### src/rtl/alu.sv
// Registered integer ALU: eight MIPS-style function codes over two NBITS operands.
// The result register is the only state; everything ahead of it is combinational.
module alu #(
  parameter int NBITS  = 8,
  parameter int COD_OP = 6
) (
  input  logic              clk,
  input  logic              reset,
  input  logic [NBITS-1:0]  operando_A,
  input  logic [NBITS-1:0]  operando_B,
  input  logic [COD_OP-1:0] cod_operacion,
  output logic [NBITS-1:0]  ALU_Result
);

  localparam logic [COD_OP-1:0] OP_ADD = COD_OP'(6'b100000);
  localparam logic [COD_OP-1:0] OP_SUB = COD_OP'(6'b100010);
  localparam logic [COD_OP-1:0] OP_AND = COD_OP'(6'b100100);
  localparam logic [COD_OP-1:0] OP_OR  = COD_OP'(6'b100101);
  localparam logic [COD_OP-1:0] OP_XOR = COD_OP'(6'b100110);
  localparam logic [COD_OP-1:0] OP_NOR = COD_OP'(6'b100111);
  localparam logic [COD_OP-1:0] OP_SRA = COD_OP'(6'b000011);
  localparam logic [COD_OP-1:0] OP_SRL = COD_OP'(6'b000010);

  // No handshake: a new operand/opcode set is accepted on every rising edge
  // and its result is visible from that edge until the next one.
  logic [NBITS-1:0] result_d;
  logic [NBITS-1:0] result_q;
  logic [NBITS-1:0] sra_res;
  logic [NBITS-1:0] srl_res;

  // The whole of operando_B is the shift amount; amounts >= NBITS saturate
  // to all-zero (logical) or all-sign (arithmetic).
  always_comb begin
    srl_res = operando_A >> operando_B;
    sra_res = $unsigned($signed(operando_A) >>> operando_B);
  end

  always_comb begin
    result_d = {NBITS{1'b1}};
    unique case (cod_operacion)
      OP_ADD:  result_d = operando_A + operando_B;
      OP_SUB:  result_d = operando_A - operando_B;
      OP_AND:  result_d = operando_A & operando_B;
      OP_OR:   result_d = operando_A | operando_B;
      OP_XOR:  result_d = operando_A ^ operando_B;
      OP_NOR:  result_d = ~(operando_A | operando_B);
      OP_SRA:  result_d = sra_res;
      OP_SRL:  result_d = srl_res;
      default: result_d = {NBITS{1'b1}};
    endcase
  end

  always_ff @(posedge clk or posedge reset) begin
    if (reset) result_q <= '0;
    else       result_q <= result_d;
  end

  assign ALU_Result = result_q;

endmodule

### config.mk
export PLATFORM = sky130hd
export DESIGN_NAME = alu
export DESIGN_NICKNAME = d
export VERILOG_FILES = /design/src/rtl/alu.sv
export SDC_FILE = /design/constraint.sdc
export NUM_CORES = 1
export LEC_CHECK = 0
export BUFFER_PORTS_ARGS = -buffer_cell sky130_fd_sc_hd__buf_2
export CAP_MARGIN = 20
export CELL_PAD_IN_SITES_DETAIL_PLACEMENT = 0
export CELL_PAD_IN_SITES_GLOBAL_PLACEMENT = 2
export CORE_UTILIZATION = 34
export DETAILED_ROUTE_END_ITERATION = 16
export GPL_ROUTABILITY_DRIVEN = 1
export PLACE_DENSITY_LB_ADDON = 0.15
export SYNTH_ARGS = -nofsm -noshare
export SYNTH_HDL_FRONTEND = slang
export SYNTH_SLANG_ARGS = --single-unit
### constraint.sdc
create_clock -name clk -period 0.8 [get_ports clk]
set_input_delay 0.16 -clock clk [delete_from_list [all_inputs] [get_ports clk]]
set_output_delay 0.16 -clock clk [all_outputs]
set_load 0.01 [all_outputs]
==> impl_metrics.yaml, run 1 <==
run_status:
  status: "finished, violations left"
  violations: "negative setup slack"
worst_setup_path:
  slowest_stage: "nor4b_4"
  critPathBufInv: 1
  critical_path.max_stage_delay_ns: 0.38
  arrival_ns: 2.20
  path_class: "in2reg"
  start_kind: "input port"
  path_cells: "buf_8, nor4b_4, and2_4, a21o_1, xnor2_2, ha_1, o21a_1, o31ai_4, a21boi_1, or3_1, a31o_1"
  crit_path_max_fanout: 4
  path_delay_family: "simple AND/OR/NAND/NOR gates"
  required_ns: 0.91
  end_kind: "register"
run:
  maxCapViolCount: 0
timing:
  fin_crit_sh_pct: 261.7
  finalSetupViolCount: 16
  finalWorstSetupSlack_ns: -1.293
  rsz0062_at_grt: "true"
  timing.slew.headroom_pct: 76.81
  tightest_slew_ns: 0.3381
  finalHoldViolCount: 0
  final.min_clock_period_ns: 2.093
  finalMaxSlewViolations: 0
  maxClockFrequency_ghz: 0.4777
  holdWs_ns: 0.4173
route:
  totalWireLength_mm: 6.826
  dr.pass1.iters: 4
  drtAntennaViolNets: 0
  drt_iter0_drc: 210
  drc_errors: 0
  via_count: 2189
  drt-vias-per-instance: 5.262
  wl_per_cell_um: 16.41
synth:
  synth_top_area_share_pct: 15.40
  ys_warn_count: 0
  ys_top_cells_by_area: "ha_1 (15%), dfrtp_1 (10%), mux2i_1 (7.2%)"
  yosys-top-cells-count: "ha_1 (24), inv_1 (19), nand2_1 (19), o21ai_0 (15), mux2i_1 (14)"
  syn_area_per_cell_um2: 8.191
  ys_seq_area_share_pct: 10.27
  yosys.area.top_type: "ha_1"
  synth_cells: 238
  synth_most_common_cell: "ha_1"
  ys_ff_latch: 8
  yosysUniqueCellTypes: 61
  syn_nets: 287
  synth_ff_type: "dfrtp_1"
  netlist_area_um2: 1949
  synth_edf_count: 0
  async_flop_share_pct: 100.0
final_layout:
  diodes: 0
  nFillCells: 527
  synthToLayoutAreaGrowth_pct: 60.53
  largest_reg_flops: 8
  drive_gt1_share_pct: 49.71
  fin_nets: 395
floorplan:
  rows: 27
  io_pins: 32
  core_area_um2: 5507
  die_area_um2: 6040
  start_util_pct: 35.40
  die_w_um: 77.72
  die-height_um: 77.72
place:
  portBuffers: 31
  place_congestion: 0.9095
  dp_hpwl_mm: 5.597
  place_ws_ns: -1.630
global_route:
  grt_overflow: 0
  grt_max_degree: 24
  grt_first_pass_wirelength_mm: 11.45
  grt_use_total_pct: 24.34
  grt_pass1_vias: 2226
  antenna_found_initial: 0
power:
  leakage_nw: 1.394
  power_mw: 2.555
  powerDensity_nw_per_um2: 816.4
  ir_worst_vdd_mv: 0.7399
clocking:
  cts_buffer_depth: 2
  cts-root-buf: "clkbuf_8"
  cts_buffers: 3
  clk_pin_slew_ns: 0.04
  cts.htree.levels: 1
  cts_sinks: 8
  cts_tree: "built"
hold_path:
  hold_class: "in2async"
## per-layer routing
metal	vias to the layer above	routed length (µm)	GRT usage (%)
li1	1096	-	-
met1	1017	3072	32.36
met2	66	3281	41.68
met3	10	319	2.941
met4	0	152	5.472
met5	-	0	0
## cell type report
type | instances | area (µm²) | share of cell area (%)
Timing Repair Buffer | 116 | 910.9 | 29.11
Sequential cell | 8 | 200.2 | 6.397
Inverter | 20 | 80.08 | 2.559
Tap cell | 72 | 90.09 | 2.879
Clock buffer | 3 | 41.29 | 1.319
Multi-Input combinational cell | 197 | 1807 | 57.74
## path summary, 6_finish.rpt
path,start,endpoint,cells after the start
worst max-delay path,cod_operacion[3],ALU_Result[5]$_DFF_PP0_,11
worst min-delay path,reset,ALU_Result[4]$_DFF_PP0_,3
max in group asynchronous,reset,ALU_Result[6]$_DFF_PP0_,3
min in group clk,cod_operacion[3],ALU_Result[7]$_DFF_PP0_,5
## power by group
| part | switching [mW] | internal, mW |
|---|---|---|
| combinational | 0.819 | 0.848 |
| clock | 0.135 | 0.324 |
| sequential | 0.00397 | 0.425 |
## metrics by stage
stage	cells	util [%]	TNS, ns	cell area, µm²
floorplan	238	-	-8.370	2076
global placement	409	50.87	-11.37	2801
detailed placement	409	50.87	-11.43	2801
CTS	416	55.17	-9.398	3038
global route	416	56.83	-10.37	3129
finish	416	56.83	-9.321	3129
## cell families after synthesis
| logic type | Yosys count | share of synthesized area [%] |
|---|---|---|
| simple gates | 71 | 21.63 |
| compound gates | 65 | 23.17 |
| buf+inv | 33 | 9.628 |
| fa+ha+maj | 25 | 16.43 |
| mux | 19 | 11.23 |
| xor+xnor | 17 | 7.638 |
| flops | 8 | 10.27 |
## repair_timing
item | 4_1_cts | 5_1_grt
resized for setup | 38 | 22
hold endpoints to repair | 8 | 0
gates cloned | 1 | 0
endpoints found under the setup margin | 16 | 16
hold buffers | 1 | 0
setup buffers | 3 | 1
pin swaps | 26 | 18
## placed cells by master (no fill, tap or decap), drive strengths merged, types with 2 or more instances in the layout
| master | count |
|---|---|
| a211oi | 3 |
| a21boi | 2 |
| a21oi | 10 |
| a221oi | 2 |
| a31oi | 2 |
| a32oi | 2 |
| and2 | 2 |
| and3 | 2 |
| buf | 115 |
| clkbuf | 3 |
| dfrtp | 8 |
| ha | 24 |
| inv | 20 |
| mux2 | 3 |
| mux2i | 14 |
| mux4 | 2 |
| nand2 | 19 |
| nand2b | 5 |
| nand3 | 6 |
| nand4 | 4 |
| nor2 | 9 |
| nor2b | 4 |
| nor3 | 5 |
| nor4 | 7 |
| o2111ai | 2 |
| o211ai | 6 |
| o21a | 4 |
| o21ai | 16 |
| o221ai | 2 |
| o22ai | 2 |
| o31ai | 2 |
| or4 | 3 |
| xnor2 | 13 |
| xor2 | 4 |
Power figures use the tool's default switching activity.
==> run 2: changes to the inputs <==
Settings changed: CORE_ASPECT_RATIO from default to 0.9, CTS_CLUSTER_SIZE from default to 10, GPL_ROUTABILITY_DRIVEN 1 to 0.
==> run 2 against run 1 <==
Effect of this change: the flow still finishes with violations (negative setup slack); sequential share of layout area barely moved; routed wire length up 2.4%; total power is 2.1% higher; via count grew 2.2%; non-clock buffer count shrank 1; cell area shrank 0.12%; critical path depth increased by 1; sequential power about the same; largest cell class unchanged; maximum frequency decreased by 1.4%; global-route usage grew 0.61 points; flip-flop and latch count did not move; core utilization rose by 1.3 points.
==> impl_metrics.yaml, run 2 (synthesis results as in run 1) <==
route:
  wl_met1_mm: 3.245
  drt_iter0_drc: 193
  dr.pass1.iters: 4
  dr.max_layer_used: "met4"
  wl_met3_um: 343
  wl_met2_mm: 3.287
  drt-vias-per-instance: 5.459
  totalWireLength_mm: 6.989
  wl_per_cell_um: 17.05
  via_count: 2238
  drtAntennaViolNets: 0
  drc_errors: 0
final_layout:
  stdcell_count: 410
  most-common-layout-cells: "buf_4 (76), ha_1 (21), buf_2 (21)"
  largest_reg_flops: 8
  layout_commonest_cell: "buf_4"
  diodes: 0
  synthToLayoutAreaGrowth_pct: 60.33
  finish.utilization_pct: 58.09
  fin_nets: 394
  final_area_um2: 3126
  drive_gt1_share_pct: 50.15
timing:
  setup-tns-final_ns: -9.334
  fin_crit_sh_pct: 265.4
  finalWorstSetupSlack_ns: -1.324
  rsz0062_at_grt: "true"
  finalHoldViolCount: 0
  tightest_slew_ns: 0.5211
  final.min_clock_period_ns: 2.124
  maxClockFrequency_ghz: 0.4709
  finalMaxSlewViolations: 0
  finalSetupViolCount: 16
  holdWs_ns: 0.4089
  timing.slew.headroom_pct: 64.94
place:
  dp_hpwl_mm: 5.646
  place_ws_ns: -1.632
  dp_cells: 399
  portBuffers: 31
  dpl_cell_area_um2: 2758
clocking:
  cts.htree.levels: 1
  cts_tree: "built"
  clk_pin_slew_ns: 0.04
  cts-root-buf: "clkbuf_8"
  cts_buffer_depth: 2
  cts_sinks: 8
  cts_buffers: 3
run_status:
  violations: "negative setup slack"
  status: "finished, violations left"
global_route:
  grt_use_total_pct: 24.95
  grt_pass1_vias: 2182
  antenna_found_initial: 0
  grt_first_pass_wirelength_mm: 11.15
  grt_max_degree: 24
  grt_overflow: 0
worst_setup_path:
  start_kind: "input port"
  required_ns: 0.92
  slowest_stage: "nor4b_4"
  arrival_ns: 2.24
  critical_path.max_stage_delay_ns: 0.37
  path_cells: "buf_8, nor4b_4, and2_4, nor2_4, xnor2_2, ha_4, buf_6, nor2b_4, o31a_1, o21ai_2, a211o_1, nand3_2"
  crit_path_max_fanout: 4
  end_kind: "register"
  path_class: "in2reg"
floorplan:
  start_util_pct: 36.23
  rows: 25
  core_area_um2: 5380
  die_area_um2: 6041
  die_w_um: 81.82
  io_pins: 32
  die-height_um: 73.84
power:
  leakage_nw: 1.397
  ir_worst_vdd_mv: 0.6346
  powerDensity_nw_per_um2: 834.6
  power_mw: 2.609
run:
  maxCapViolCount: 0
hold_path:
  hold_class: "in2async"
run 2: cell count changes in the layout (fill, tap and decap cells not counted), moves of 2 or more:
cell / previous run / this run
buf_4: 74 / 76
nand2_2: 2 / 4
nand2_1: 17 / 15
buf_2: 24 / 21
o21ai_1: 1 / 3
run 2: metal layers:
| layer | GRT usage [%] | vias up |
|---|---|---|
| li1 | - | 1091 |
| met1 | 34.22 | 1049 |
| met2 | 41.51 | 85 |
| met3 | 2.609 | 13 |
| met4 | 5.848 | 0 |
| met5 | 0 | - |
run 2: worst paths after layout:
| path | slack (ns) | startpoint | depth (start not counted) | end |
|---|---|---|---|---|
| setup / recovery | -1.32 | cod_operacion[3] | 12 | ALU_Result[6]$_DFF_PP0_ |
| hold / removal | 0.41 | reset | 3 | ALU_Result[4]$_DFF_PP0_ |
| max in group asynchronous | 0.16 | reset | 3 | ALU_Result[7]$_DFF_PP0_ |
| min in group clk | 0.51 | cod_operacion[3] | 6 | ALU_Result[7]$_DFF_PP0_ |
run 2: power breakdown:
group | switching [mW] | internal [mW] | leakage [nW]
Combinational | 0.831 | 0.861 | 1.30
Clock | 0.160 | 0.326 | 0.0216
Sequential | 0.00552 | 0.425 | 0.0754
run 2: final cells by class:
class / count / area, µm²
tap: 67 / 83.83
multi-input combinational: 197 / 1818
fill: 503 / 2255
inverter: 20 / 80.08
sequential: 8 / 200.2
timing repair buffer: 115 / 902.1
clock buffer: 3 / 41.29
run 2: critical path: cells and delay by family:
| family | cells | cell delay, ns |
|---|---|---|
| AND/OR/NAND/NOR | 5 | 0.81 |
| AO/OA/AOI/OAI | 3 | 0.64 |
| adder cells (fa/ha/maj) | 1 | 0.24 |
| buffers and inverters | 2 | 0.21 |
| XOR/XNOR | 1 | 0.17 |
run 2: what timing repair did:
item | 4_1_cts | 5_1_grt
resized for setup | 44 | 16
buffers inserted | 7 | 1
hold endpoints to repair | 8 | 0
endpoints found under the setup margin | 16 | 16
hold buffers | 1 | 0
pin swaps | 24 | 18
==> run 3: changes to the inputs <==
Settings changed: ABC_AREA from default to 1, CORE_UTILIZATION 34 to 30, HOLD_SLACK_MARGIN from default to 0.1.
==> run 3 against run 2 <==
Effect of this change: the flow still finishes with violations (negative setup slack); maximum frequency increased by 12%; sequential share of layout area is 0.71 points lower; routed wire length rose by 16%; die area up 14%; core utilization is 1.6 points lower; largest power group unchanged.
==> impl_metrics.yaml, run 3 <==
power:
  swShare_pct: 40.31
  internal-power_mw: 1.592
  p_seq_share_pct: 16.3
  leakage_nw: 1.712
  ir_worst_vdd_mv: 0.4333
  powerDensity_nw_per_um2: 759.0
  p_clk_share_pct: 18.2
  pwr-share-comb_pct: 65.5
  p_switching_mw: 1.075
route:
  totalWireLength_mm: 8.134
  via_count: 2659
  drt_iter0_drc: 171
  drt-vias-per-instance: 4.826
  drc_errors: 0
  dr.pass1.iters: 4
  wl_per_cell_um: 14.76
  drtAntennaViolNets: 0
synth:
  async_flop_share_pct: 100.0
  ys_ff_latch: 8
  ys_top_cells_by_area: "nand2_1 (19%), ha_1 (15%), nand3_1 (14%)"
  synth_ff_type: "dfrtp_1"
  syn_nets: 391
  yosys.area.top_type: "nand2_1"
  synth_edf_count: 0
  synth_top_area_share_pct: 18.85
  ys_warn_count: 0
  ys_seq_area_share_pct: 10.15
  yosysUniqueCellTypes: 28
  netlist_area_um2: 1972
  synth_cells: 342
  synth_most_common_cell: "nand2_1"
  syn_area_per_cell_um2: 5.766
  yosys-top-cells-count: "nand2_1 (99), nand3_1 (54), inv_1 (39), nor2_1 (28), ha_1 (24)"
global_route:
  antenna_found_initial: 0
  grt_pass1_vias: 2638
  grt_overflow: 0
  grt_max_degree: 16
  grt_use_total_pct: 24.68
  grt_first_pass_wirelength_mm: 12.87
place:
  dp_cells: 527
  place_ws_ns: -1.469
  dp_hpwl_mm: 6.535
  portBuffers: 31
clocking:
  clk_pin_slew_ns: 0.04
  cts-root-buf: "clkbuf_8"
  cts_buffer_depth: 2
  cts_tree: "built"
  cts_buffers: 3
  cts.htree.levels: 1
  cts_sinks: 8
final_layout:
  diodes: 0
  stdcell_count: 551
  nFillCells: 641
  synthToLayoutAreaGrowth_pct: 78.17
  layout_commonest_cell: "nand2_1"
  drive_gt1_share_pct: 46.34
  largest_reg_flops: 8
  most-common-layout-cells: "nand2_1 (86), buf_4 (82), nand3_1 (40)"
  seqCellArea_um2: 200.2
  fin_nets: 515
  multi_input_comb_area_um2: 1946
timing:
  finalWorstSetupSlack_ns: -1.089
  finalMaxSlewViolations: 0
  timing.slew.headroom_pct: 67.10
  holdWs_ns: 0.4172
  fin_crit_sh_pct: 236.1
  finalSetupViolCount: 16
  finalHoldViolCount: 0
  rsz0062_at_grt: "true"
  tightest_slew_ns: 0.4917
  final.min_clock_period_ns: 1.889
  maxClockFrequency_ghz: 0.5295
worst_setup_path:
  path_class: "in2reg"
  arrival_ns: 2.01
  end_kind: "register"
  required_ns: 0.92
  start_kind: "input port"
  crit_path_max_fanout: 4
run_status:
  violations: "negative setup slack"
  status: "finished, violations left"
floorplan:
  start_util_pct: 31.72
  die_w_um: 87.46
  die_area_um2: 6902
  rows: 27
  io_pins: 32
  die-height_um: 78.92
  core_area_um2: 6216
run:
  maxCapViolCount: 0
hold_path:
  hold_class: "in2async"
[run 3: power groups by stage]
stage | clock [mW] | sequential (mW) | combinational, mW
global placement | 0 | 0.441 | 1.32
global route | 0.524 | 0.437 | 1.90
detailed placement | 0 | 0.441 | 1.33
floorplan | 0 | 0.452 | 0.708
CTS | 0.502 | 0.436 | 1.55
finish | 0.486 | 0.435 | 1.75
[run 3: final cells by class]
type / count / area share, %
Clock buffer: 3 / 1.175
Inverter: 45 / 6.161
Multi-Input combinational cell: 282 / 55.38
Sequential cell: 8 / 5.698
Tap cell: 87 / 3.098
Timing Repair Buffer: 126 / 28.49
[run 3: through the flow]
stage / TNS, ns / instance area (µm²) / power, mW / util, %
2_1_floorplan: -7.142 / 2112 / 1.161 / -
3_3_place_gp: -10.33 / 2889 / 1.766 / 46.48
3_5_place_dp: -10.51 / 2889 / 1.774 / 46.48
4_1_cts: -8.011 / 3269 / 2.492 / 52.60
5_1_grt: -9.074 / 3513 / 2.860 / 56.52
6_report: -8.061 / 3513 / 2.667 / 56.52
[run 3: final timing paths]
| path | start | end | slack, ns |
|---|---|---|---|
| setup / recovery | operando_B[1] | ALU_Result[7]$_DFF_PP0_ | -1.09 |
| hold / removal | reset | ALU_Result[6]$_DFF_PP0_ | 0.42 |
| max in group asynchronous | reset | ALU_Result[1]$_DFF_PP0_ | 0.14 |
| min in group clk | operando_B[2] | ALU_Result[0]$_DFF_PP0_ | 0.46 |
[run 3: logic make-up after synthesis]
family          share of synthesized area (%)
fa+ha+maj                               16.24
flops                                   10.15
xor+xnor                                3.109
buf+inv                                 10.28
simple gates                            51.97
compound gates                          8.248
[run 3: timing repair]
action                                  CTS  global route
resized for setup                        54            45
pin swaps                                41            34
buffers inserted                         17             5
endpoints found under the hold margin     8             0
hold buffers                              1             0
endpoints found under the setup margin   16            16
[run 3: layer usage]
metal	GRT usage (%)	vias to the layer above	wire length, µm
met4	7.705	0	162
met1	32.06	1214	3778
met2	42.03	72	3826
li1	-	1363	-
met5	0	-	0
met3	3.222	10	366
[run 3: critical path, cell delays in order]
cell      delay (ns)
buf_4           0.13
buf_12          0.12
clkinv_8        0.04
ha_4            0.11
inv_2           0.06
o21ai_4         0.16
nand2_1         0.08
xor2_1          0.15
ha_1            0.36
a21oi_1         0.16
nand2_1         0.11
a21oi_4         0.17
nand3_1         0.09
nand3_1         0.08
nand2_1         0.05
